$ cat src/rtl/bbox_detect_pkg.sv
// Shared vision package: bbox_detect FSM encoding and run-length limits.
package bbox_detect_pkg;

    typedef enum logic [0:0] {
        StWait = 1'b0,
        StScan = 1'b1
    } bbox_state_e;

    localparam int unsigned RunMinLo = 1;
    localparam int unsigned RunMinHi = 15;
    // Wide enough to hold RunMinHi.
    localparam int unsigned RunCntW  = 4;

endpackage

$ cat src/rtl/bbox_detect_if.sv
// Pixel stream in, bounding-box result out; master drives video, slave is the detector.
interface bbox_detect_if #(
    parameter int unsigned CW = 12
);
    logic          i_vsync;
    logic          i_de;
    logic          wb;
    logic [CW-1:0] hcount;
    logic [CW-1:0] vcount;
    logic          o_vsync_pos;
    logic [CW-1:0] hcount_l;
    logic [CW-1:0] hcount_r;
    logic [CW-1:0] vcount_l;
    logic [CW-1:0] vcount_r;
    logic          box_valid;

    modport master (
        output i_vsync, i_de, wb, hcount, vcount,
        input  o_vsync_pos, hcount_l, hcount_r, vcount_l, vcount_r, box_valid
    );

    modport slave (
        input  i_vsync, i_de, wb, hcount, vcount,
        output o_vsync_pos, hcount_l, hcount_r, vcount_l, vcount_r, box_valid
    );
endinterface

$ cat src/rtl/vsync_edge.sv
// Registered rising-edge detector for vsync; pulse lasts one pixelclk cycle.
module vsync_edge (
    input  logic pixelclk,
    input  logic reset_n,
    input  logic i_vsync,
    output logic o_vsync_pos
);
    logic vsync_q;
    logic pos_q;

    always_ff @(posedge pixelclk or negedge reset_n) begin
        if (!reset_n) begin
            vsync_q <= 1'b0;
            pos_q   <= 1'b0;
        end else begin
            vsync_q <= i_vsync;
            pos_q   <= i_vsync & ~vsync_q;
        end
    end

    assign o_vsync_pos = pos_q;
endmodule

$ cat src/rtl/bbox_detect.sv
// Bounding box of qualifying black pixel runs, latched per frame as exclusive bounds.
module bbox_detect
    import bbox_detect_pkg::*;
#(
    parameter int unsigned RUN_MIN = 3,
    parameter int unsigned CW      = 12
) (
    input logic          pixelclk,
    input logic          reset_n,
    bbox_detect_if.slave bus
);
    if (RUN_MIN < RunMinLo || RUN_MIN > RunMinHi) begin : gen_run_min_check
        $error("bbox_detect: RUN_MIN out of range");
    end

    localparam logic [RunCntW-1:0] RunMinC = RunCntW'(RUN_MIN);
    localparam logic [CW-1:0]      RunOff  = CW'(RUN_MIN - 1);
    localparam logic [CW-1:0]      Ones    = '1;

    function automatic logic [CW-1:0] dec_sat(input logic [CW-1:0] v);
        return (v == '0) ? '0 : v - 1'b1;
    endfunction

    function automatic logic [CW-1:0] inc_sat(input logic [CW-1:0] v);
        return (v == Ones) ? Ones : v + 1'b1;
    endfunction

    logic vsync_pos;

    vsync_edge u_vsync_edge (
        .pixelclk    (pixelclk),
        .reset_n     (reset_n),
        .i_vsync     (bus.i_vsync),
        .o_vsync_pos (vsync_pos)
    );

    bbox_state_e          state_q, state_d;
    logic [RunCntW-1:0]   cnt_q, cnt_d, cnt_inc;
    logic                 found_q, found_d;
    logic [CW-1:0]        min_x_q, min_x_d, max_x_q, max_x_d;
    logic [CW-1:0]        min_y_q, min_y_d, max_y_q, max_y_d;
    logic [CW-1:0]        hl_q, hl_d, hr_q, hr_d, vl_q, vl_d, vr_q, vr_d;
    logic                 valid_q, valid_d;
    logic                 black, qualify, first;
    logic [CW-1:0]        x0;

    always_comb begin
        state_d = state_q;
        unique case (state_q)
            StWait:  if (vsync_pos) state_d = StScan;
            StScan:  state_d = StScan;
            default: state_d = StWait;
        endcase

        black   = bus.i_de & ~bus.wb;
        cnt_inc = (cnt_q == RunMinC) ? cnt_q : cnt_q + 1'b1;
        cnt_d   = black ? cnt_inc : '0;
        // Pixels in WAIT and in the pulse cycle itself never reach the accumulators.
        qualify = black && (cnt_inc >= RunMinC) && (state_q == StScan) && !vsync_pos;
        first   = qualify && (cnt_q != RunMinC);
        x0      = bus.hcount - RunOff;

        found_d = found_q;
        min_x_d = min_x_q;
        max_x_d = max_x_q;
        min_y_d = min_y_q;
        max_y_d = max_y_q;
        hl_d    = hl_q;
        hr_d    = hr_q;
        vl_d    = vl_q;
        vr_d    = vr_q;
        valid_d = valid_q;

        if (vsync_pos) begin
            if (state_q == StScan) begin
                hl_d    = found_q ? dec_sat(min_x_q) : '0;
                hr_d    = found_q ? inc_sat(max_x_q) : '0;
                vl_d    = found_q ? dec_sat(min_y_q) : '0;
                vr_d    = found_q ? inc_sat(max_y_q) : '0;
                valid_d = found_q;
            end
            found_d = 1'b0;
            min_x_d = Ones;
            max_x_d = '0;
            min_y_d = Ones;
            max_y_d = '0;
        end else if (qualify) begin
            found_d = 1'b1;
            if (first && (x0 < min_x_q)) min_x_d = x0;
            if (bus.hcount > max_x_q)    max_x_d = bus.hcount;
            if (bus.vcount < min_y_q)    min_y_d = bus.vcount;
            if (bus.vcount > max_y_q)    max_y_d = bus.vcount;
        end
    end

    always_ff @(posedge pixelclk or negedge reset_n) begin
        if (!reset_n) begin
            state_q <= StWait;
            cnt_q   <= '0;
            found_q <= 1'b0;
            min_x_q <= Ones;
            max_x_q <= '0;
            min_y_q <= Ones;
            max_y_q <= '0;
            hl_q    <= '0;
            hr_q    <= '0;
            vl_q    <= '0;
            vr_q    <= '0;
            valid_q <= 1'b0;
        end else begin
            state_q <= state_d;
            cnt_q   <= cnt_d;
            found_q <= found_d;
            min_x_q <= min_x_d;
            max_x_q <= max_x_d;
            min_y_q <= min_y_d;
            max_y_q <= max_y_d;
            hl_q    <= hl_d;
            hr_q    <= hr_d;
            vl_q    <= vl_d;
            vr_q    <= vr_d;
            valid_q <= valid_d;
        end
    end

    assign bus.o_vsync_pos = vsync_pos;
    assign bus.hcount_l    = hl_q;
    assign bus.hcount_r    = hr_q;
    assign bus.vcount_l    = vl_q;
    assign bus.vcount_r    = vr_q;
    assign bus.box_valid   = valid_q;
endmodule

$ cat src/flat_wrapper.sv
// flat-port wrapper written by rule: the top's interface ports become plain ports
module bbox_detect_flat import bbox_detect_pkg::*;
#(
    parameter int unsigned RUN_MIN = 3,
    parameter int unsigned CW      = 12
)
  (pixelclk, reset_n, bus_i_vsync, bus_i_de, bus_wb, bus_hcount, bus_vcount, bus_o_vsync_pos, bus_hcount_l, bus_hcount_r, bus_vcount_l, bus_vcount_r, bus_box_valid);
  bbox_detect_if #(.CW(CW)) bus_i ();
  input logic pixelclk;
  input logic reset_n;
  input wire logic [$bits(bus_i.i_vsync)-1:0] bus_i_vsync;
  input wire logic [$bits(bus_i.i_de)-1:0] bus_i_de;
  input wire logic [$bits(bus_i.wb)-1:0] bus_wb;
  input wire logic [$bits(bus_i.hcount)-1:0] bus_hcount;
  input wire logic [$bits(bus_i.vcount)-1:0] bus_vcount;
  output wire logic [$bits(bus_i.o_vsync_pos)-1:0] bus_o_vsync_pos;
  output wire logic [$bits(bus_i.hcount_l)-1:0] bus_hcount_l;
  output wire logic [$bits(bus_i.hcount_r)-1:0] bus_hcount_r;
  output wire logic [$bits(bus_i.vcount_l)-1:0] bus_vcount_l;
  output wire logic [$bits(bus_i.vcount_r)-1:0] bus_vcount_r;
  output wire logic [$bits(bus_i.box_valid)-1:0] bus_box_valid;
  assign bus_i.i_vsync = bus_i_vsync;
  assign bus_i.i_de = bus_i_de;
  assign bus_i.wb = bus_wb;
  assign bus_i.hcount = bus_hcount;
  assign bus_i.vcount = bus_vcount;
  assign bus_o_vsync_pos = bus_i.o_vsync_pos;
  assign bus_hcount_l = bus_i.hcount_l;
  assign bus_hcount_r = bus_i.hcount_r;
  assign bus_vcount_l = bus_i.vcount_l;
  assign bus_vcount_r = bus_i.vcount_r;
  assign bus_box_valid = bus_i.box_valid;
  bbox_detect #(.RUN_MIN(RUN_MIN), .CW(CW)) u_core (.pixelclk(pixelclk), .reset_n(reset_n), .bus(bus_i));
endmodule
$ cat config.mk
export PLATFORM = sky130hd
export DESIGN_NAME = bbox_detect_flat
export DESIGN_NICKNAME = d
export VERILOG_FILES = /design/src/rtl/bbox_detect_pkg.sv /design/src/rtl/bbox_detect_if.sv /design/src/rtl/vsync_edge.sv /design/src/rtl/bbox_detect.sv /design/src/flat_wrapper.sv
export SDC_FILE = /design/constraint.sdc
export NUM_CORES = 1
export LEC_CHECK = 0
export CAP_MARGIN = 20
export CELL_PAD_IN_SITES_DETAIL_PLACEMENT = 1
export CELL_PAD_IN_SITES_GLOBAL_PLACEMENT = 2
export CORE_MARGIN = 1
export CORE_UTILIZATION = 40
export CTS_CLUSTER_SIZE = 28
export DETAILED_ROUTE_END_ITERATION = 6
export DONT_BUFFER_PORTS = 1
export PLACE_DENSITY = 0.91
export REMOVE_ABC_BUFFERS = 1
export SLEW_MARGIN = 20
export SYNTH_ARGS = -nofsm -noshare
export SYNTH_HDL_FRONTEND = slang
export SYNTH_SLANG_ARGS = --single-unit
$ cat constraint.sdc
create_clock -name pixelclk -period 2.7 [get_ports pixelclk]
set_input_delay 0.54 -clock pixelclk [delete_from_list [all_inputs] [get_ports pixelclk]]
set_output_delay 0.54 -clock pixelclk [all_outputs]
set_load 0.005 [all_outputs]
==> metrics.md, run 1 <==
| Metric | Value |
|---|---|
| Sequential fraction of design power | `49.4%` |
| Max Clock Freq | `333 MHz` |
| Net Sw Frac | `26.9%` |
| DRT Pass-1 Iters | `4` |
| Fill cells | `1742` |
| Multi-input combinational cell area | `3380 µm²` |
| Post-route cell area | `7110 µm²` |
| Clock share of power | `36.1%` |
| Clock root cell | `clkbuf_16` |
| Flip-flop cell with the highest count after synthesis | `dfrtp_1` |
| CP Data Required Time | `2.96 ns` |
| Tot Pwr | `0.00365 W` |
| Final ANT Viol Nets | `0` |
| DRT Wirelength | `17.1 mm` |
| Outcome | `complete, but fails checks` |
| Maximum vdd ir drop | `316 µV` |
| Layout Skew | `0.0114 ns` |
| H-tree depth | `3` |
| Setup slack, reg-to-reg | `0.14 ns` |
| Combinational share of power | `14.5%` |
| Count of cell types in the netlist | `51` |
| Placed cell area | `6590 µm²` |
| I/O Buffers | `0` |
| Final cell count without fillers | `886` |
| Max-cap violations | `0` |
| Vias | `4934` |
| Met2 Track Usage GR | `38.5%` |
| Failing checks | `negative setup slack` |
| # rows | `45` |
| Final setup viols | `12` |
| Post-DP HPWL | `12.5 mm` |
| Power per cell area | `513 nW/µm²` |
| Min cycle time layout | `3.00 ns` |
| Vias in the first global route | `5524` |
| CP arrival | `3.26 ns` |
| Async S/R FF share, synth | `100%` |
| Largest net degree at the start of global routing | `82` |
| Leading area contributor after synthesis | `dfrtp_1` |
| Period Utilization, post-route | `111%` |
| RSZ-0062 raised after global routing | `yes` |
| Die area | `16100 µm²` |
| Gr usage total | `22.7%` |
| Initial antenna violation count | `0` |
| CTS max path bufs | `2` |
| Post-synth EDFFs | `0` |
| Clk Latency, worst-skew pair | `0.35 ns` |
| Synth top area cells | `dfrtp_1 (33%), ha_1 (11%), dfstp_2 (10%)` |
| CP Class | `input pin to register` |
| I/O pins | `79` |
| Avg WL per Cell | `19.3 µm` |
| Post-Syn Area per Cell | `9.26 µm²` |
| FF-to-FF End | `u_core.min_x_q[5]` |
| # DRC | `0` |
| Via density | `5.57` |
| Top-count cell post-synth | `dfrtp_1` |
| Global route overflow | `0` |
| Worst-path maximum fanout | `11` |
| Initial Util | `41.0%` |
| Post-synth top cells | `dfrtp_1 (81), o21ai_0 (72), nand2_1 (68), inv_1 (66), nor2_1 (62)` |
| Busiest layer in global routing | `met2` |
| Synth top area share | `32.5%` |
| Internal Power | `0.00267 W` |
| Area added between synthesis and finish | `14.0%` |
| First-pass GRT wire length | `28.5 mm` |
| Reg area | `2660 µm²` |
| Final hold violation count | `0` |
| Clock transition at path regs | `0.07 ns` |
| Synth Register Bits | `105` |
| Met1 Use GR | `28.6%` |
| Lkg Pwr | `3.31 nW` |
| TritonCTS clock tree | `done` |
| Met3 GRT Util | `4.39%` |
| CTS Sinks | `105` |
| Final max-slew violation count | `0` |
| ANT cells | `0` |
| Post-Syn Instances | `673` |
| Type of origin of the critical path | `input pin` |
| Chip width | `127 µm` |
| RD Place Congestion | `0.875` |
| FF-to-FF path depth | `9` |
| Warnings, synthesis | `0` |
| Fin Hold WS | `0.0282 ns` |
| CTS buffer count | `9` |
| Worst slew pin tran | `0.644 ns` |
| Net Sw Power | `0.000979 W` |
| Core ar. | `15200 µm²` |
| Final WS setup | `-0.300 ns` |
| Syn Std Cell Area | `6230 µm²` |
| Chip Height | `127 µm` |
| Slew headroom | `56.7%` |
| Post-Place Cells | `864` |
| Total Nets Final | `776` |
| Share of cells above drive strength 1 | `14.9%` |
| DR iter-0 viols | `177` |
| RR Startpoint | `u_core.cnt_q[0]` |
| Crit end category | `register` |
| TNS Setup | `-3.01 ns` |
| Post-synthesis sequential area ratio | `42.6%` |
| Hold Path Class | `input pin to async pin` |
-- critical path, cell delays in order --
cell,delay [ns]
or3_4,0.39
nor2_4,0.13
nand2_2,0.06
or3_4,0.37
xor2_2,0.17
inv_2,0.07
ha_4,0.24
buf_4,0.13
a21oi_1,0.11
nor2b_1,0.06
o21ai_1,0.21
nand4b_1,0.22
nor2_4,0.38
a2bb2oi_1,0.16
-- per-stage QoR --
| stage | util, % | setup slack (ns) |
|---|---|---|
| 2_1_floorplan | - | -0.640 |
| 3_3_place_gp | 43.4 | -0.736 |
| 3_5_place_dp | 43.4 | -0.868 |
| 4_1_cts | 46.1 | -0.304 |
| 5_1_grt | 46.7 | -0.414 |
| 6_report | 46.7 | -0.300 |
-- power by group through the flow --
stage / Combinational (W) / Clock, W / Sequential [W]
after floorplan: 0.000311 / 0 / 0.00180
after global placement: 0.000430 / 0 / 0.00182
after detailed placement: 0.000463 / 0 / 0.00183
after CTS: 0.000514 / 0.00135 / 0.00180
after global routing: 0.000602 / 0.00140 / 0.00182
final: 0.000529 / 0.00132 / 0.00180
-- worst max-delay path by stage --
| stage | start | to | cells past startpoint |
|---|---|---|---|
| finish | bus_hcount[5] | u_core.min_x_q[5] | 14 |
| global route | bus_hcount[5] | u_core.min_x_q[5] | 14 |
| CTS | bus_hcount[5] | u_core.min_x_q[1] | 12 |
| detailed placement | bus_hcount[5] | u_core.min_x_q[1] | 12 |
| global placement | bus_hcount[5] | u_core.min_x_q[1] | 12 |
| floorplan | bus_hcount[5] | u_core.min_x_q[1] | 12 |
-- repair_timing --
item / 4_1_cts / 5_1_grt
hold endpoints to repair: 81 / 0
cloned: 0 / 1
hold buffers: 1 / 0
setup endpoints to repair: 12 / 23
pin swaps: 7 / 3
setup buffers: 4 / 0
gates resized for setup: 14 / 21
-- layout make-up --
type,count,area share [%]
repair buffers,33,4.23
clock buffers,13,3.52
inverters,66,3.49
flip-flops and latches,105,37.4
multi-input cells,478,47.5
well taps,188,3.31
clock inverters,3,0.563
-- metal layers --
metal | routed length [µm] | part of all wire [%]
met4 | 383 | 2.2
met2 | 8380 | 49
met1 | 7630 | 45
met5 | 0 | 0
met3 | 722 | 4.2
-- cell usage in the layout, fill, tap and decap left out, drive strengths merged, types with 14 or more instances in the layout --
cell type	Yosys	final
dfrtp	81	81
o21ai	73	73
nand2	68	68
inv	66	66
nor2	62	62
ha	54	54
xnor2	36	36
buf	5	33
mux2i	27	27
dfstp	24	24
nand3	17	17
a21oi	16	16
nor3	14	14
-- registers in the layout (all words and copies together), names as in the netlist, 4 cells and up --
signal               flops
u_core.bus.hcount_l     12
u_core.bus.vcount_r     12
u_core.bus.vcount_l     12
u_core.bus.hcount_r     12
u_core.min_y_q          12
u_core.cnt_q             4
u_core.max_y_q          12
u_core.min_x_q          12
u_core.max_x_q          12
-- logic make-up (layout without fill, tap and decap cells) --
kind of cell | after synthesis | in the layout | synth area share, %
AND/OR/NAND/NOR | 209 | 209 | 15.6
AO/OA/AOI/OAI | 143 | 143 | 14.5
XOR/XNOR | 45 | 45 | 6.32
flip-flops | 105 | 105 | 42.6
buffers and inverters | 90 | 115 | 5.78
multiplexers | 27 | 27 | 4.33
adder cells (fa/ha/maj) | 54 | 54 | 10.8
Power figures use the tool's default switching activity.
==> run 2, diff against run 1 <==
CORE_UTILIZATION = 35   (was 40)
DONT_BUFFER_PORTS = default   (was 1)
PLACE_DENSITY = 0.92   (was 0.91)
==> metrics.md, run 2 (synthesis results as in run 1) <==
| Metric | Value |
|---|---|
| Final WS setup | `-0.419 ns` |
| RD Place Congestion | `0.824` |
| Type of origin of the critical path | `input pin` |
| Final max-slew violation count | `0` |
| I/O pins | `79` |
| Max-cap violations | `0` |
| DRT Pass-1 Iters | `4` |
| Slowest stage delay, CP | `0.57 ns` |
| Worst slew pin tran | `0.669 ns` |
| Post-route cell area | `8210 µm²` |
| Post-DP HPWL | `13.1 mm` |
| Most frequent cells in the layout | `dfrtp_1 (81), clkdlybuf4s50_1 (71), o21ai_0 (70)` |
| Share of cells above drive strength 1 | `18.4%` |
| CP startpoint | `bus_hcount[5]` |
| Sequential fraction of design power | `46.9%` |
| Final hold violation count | `0` |
| H-tree depth | `3` |
| CP max-delay cell | `or4_4` |
| Combinational share of power | `20.1%` |
| Clk Latency, worst-skew pair | `0.36 ns` |
| DRT Wirelength | `17.8 mm` |
| Largest net degree at the start of global routing | `55` |
| Total Nets Final | `886` |
| # DRC | `0` |
| TritonCTS clock tree | `done` |
| Internal Power | `0.00271 W` |
| Via density | `5.20` |
| Clock root cell | `clkbuf_16` |
| Chip width | `135 µm` |
| CP Data Required Time | `2.98 ns` |
| Avg WL per Cell | `17.3 µm` |
| Power per cell area | `464 nW/µm²` |
| CTS buffer count | `9` |
| Min cycle time layout | `3.12 ns` |
| Placed cell area | `7650 µm²` |
| Initial Util | `35.9%` |
| ANT cells | `0` |
| Failing checks | `negative setup slack` |
| Chip Height | `135 µm` |
| Final ANT Viol Nets | `0` |
| Lkg Pwr | `3.74 nW` |
| First-pass GRT wire length | `29.8 mm` |
| Crit-path cells | `buf_6 > or3_4 > nor2_4 > nand2_2 > or3_4 > xor2_4 > inv_2 > ha_4 > nand4_1 > or4_4 > o21bai_4 > nor3_2 > or3b_4` |
| CTS max path bufs | `2` |
| Initial antenna violation count | `0` |
| Maximum vdd ir drop | `298 µV` |
| Vias | `5376` |
| Net Sw Frac | `28.8%` |
| DR iter-0 viols | `171` |
| TNS Setup | `-4.75 ns` |
| # rows | `48` |
| Crit end category | `register` |
| Hold Path Class | `input pin to async pin` |
| Clock share of power | `33.0%` |
| Worst-path maximum fanout | `4` |
| CP Class | `input pin to register` |
| Most common cell after layout, fill and taps aside | `dfrtp_1` |
| Outcome | `complete, but fails checks` |
| Net Sw Power | `0.00110 W` |
| RR Startpoint | `u_core.cnt_q[0]` |
| Slew headroom | `55.1%` |
| Period Utilization, post-route | `116%` |
| Max Clock Freq | `321 MHz` |
| Area added between synthesis and finish | `31.6%` |
| RSZ-0062 raised after global routing | `yes` |
| Fin Hold WS | `0.130 ns` |
| Die area | `18400 µm²` |
| Final setup viols | `12` |
| Vias in the first global route | `5840` |
| Core ar. | `17400 µm²` |
| Top cell by count, worst path | `or3_4` |
| CP arrival | `3.40 ns` |
| Clock transition at path regs | `0.07 ns` |
| I/O Buffers | `78` |
| Gr usage total | `20.7%` |
| CTS Sinks | `105` |
| Global route overflow | `0` |
| Layout Skew | `0.00944 ns` |
[run 2: worst max-delay path, delay by kind of cell]
| family | cells | cell delay (ns) |
|---|---|---|
| xor gates and xnor gates | 1 | 0.16 |
| adders and majority gates | 1 | 0.26 |
| and+or+nand+nor | 8 | 2.08 |
| buffers and inverters | 2 | 0.15 |
| AOI/OAI and AO/OA | 1 | 0.21 |
[run 2: stage by stage]
step | setup slack, ns | utilization (%) | std cells | total power [W]
detailed placement | -1.33 | 44.1 | 1009 | 0.00253
global placement | -1.23 | 44.1 | 1009 | 0.00249
global route | -0.507 | 47.3 | 1033 | 0.00401
floorplan | -0.640 | - | 649 | 0.00211
finish | -0.419 | 47.3 | 1033 | 0.00381
CTS | -0.416 | 46.6 | 1030 | 0.00382
[run 2: power groups by stage]
stage	combinational, W	clock [W]	sequential [W]
final	0.000765	0.00126	0.00179
after global routing	0.000853	0.00135	0.00180
after floorplan	0.000311	0	0.00180
after global placement	0.000684	0	0.00180
after detailed placement	0.000715	0	0.00181
after CTS	0.000747	0.00129	0.00179
[run 2: final timing paths]
kind | end | slack [ns] | cells past startpoint
max in group asynchronous | u_core.min_y_q[1] | 1.80 | 2
max reg2reg | u_core.min_y_q[2] | 0.17 | 8
min in group pixelclk | u_core.u_vsync_edge.o_vsync_pos | 0.40 | 1
min reg2reg | u_core.u_vsync_edge.o_vsync_pos | 0.40 | 1
min | u_core.u_vsync_edge.vsync_q | 0.13 | 1
max | u_core.min_x_q[1] | -0.42 | 13
[run 2: timing repair]
action                                  in CTS  in global routing
endpoints found under the setup margin      35                 35
hold buffers                                 0                  0
cloned                                       1                  0
gates resized for setup                     45                 19
buffers inserted                             4                  3
pin swaps                                   12                 12
hold endpoints to repair                     0                  0
[run 2: area by class of cell]
cell class / instances / area (µm²)
sequential: 105 / 2660
clock inverter: 5 / 40.0
tap: 225 / 282
clock buffer: 11 / 233
multi-input combinational: 478 / 3440
timing repair buffer: 143 / 1310
inverter: 66 / 248
fill: 1948 / 9150
[run 2: routing by layer]
metal / global-route usage [%] / wire (µm)
met5: 0 / 0
met3: 2.99 / 453
met2: 35.3 / 8790
met1: 27.0 / 8310
met4: 6.49 / 272
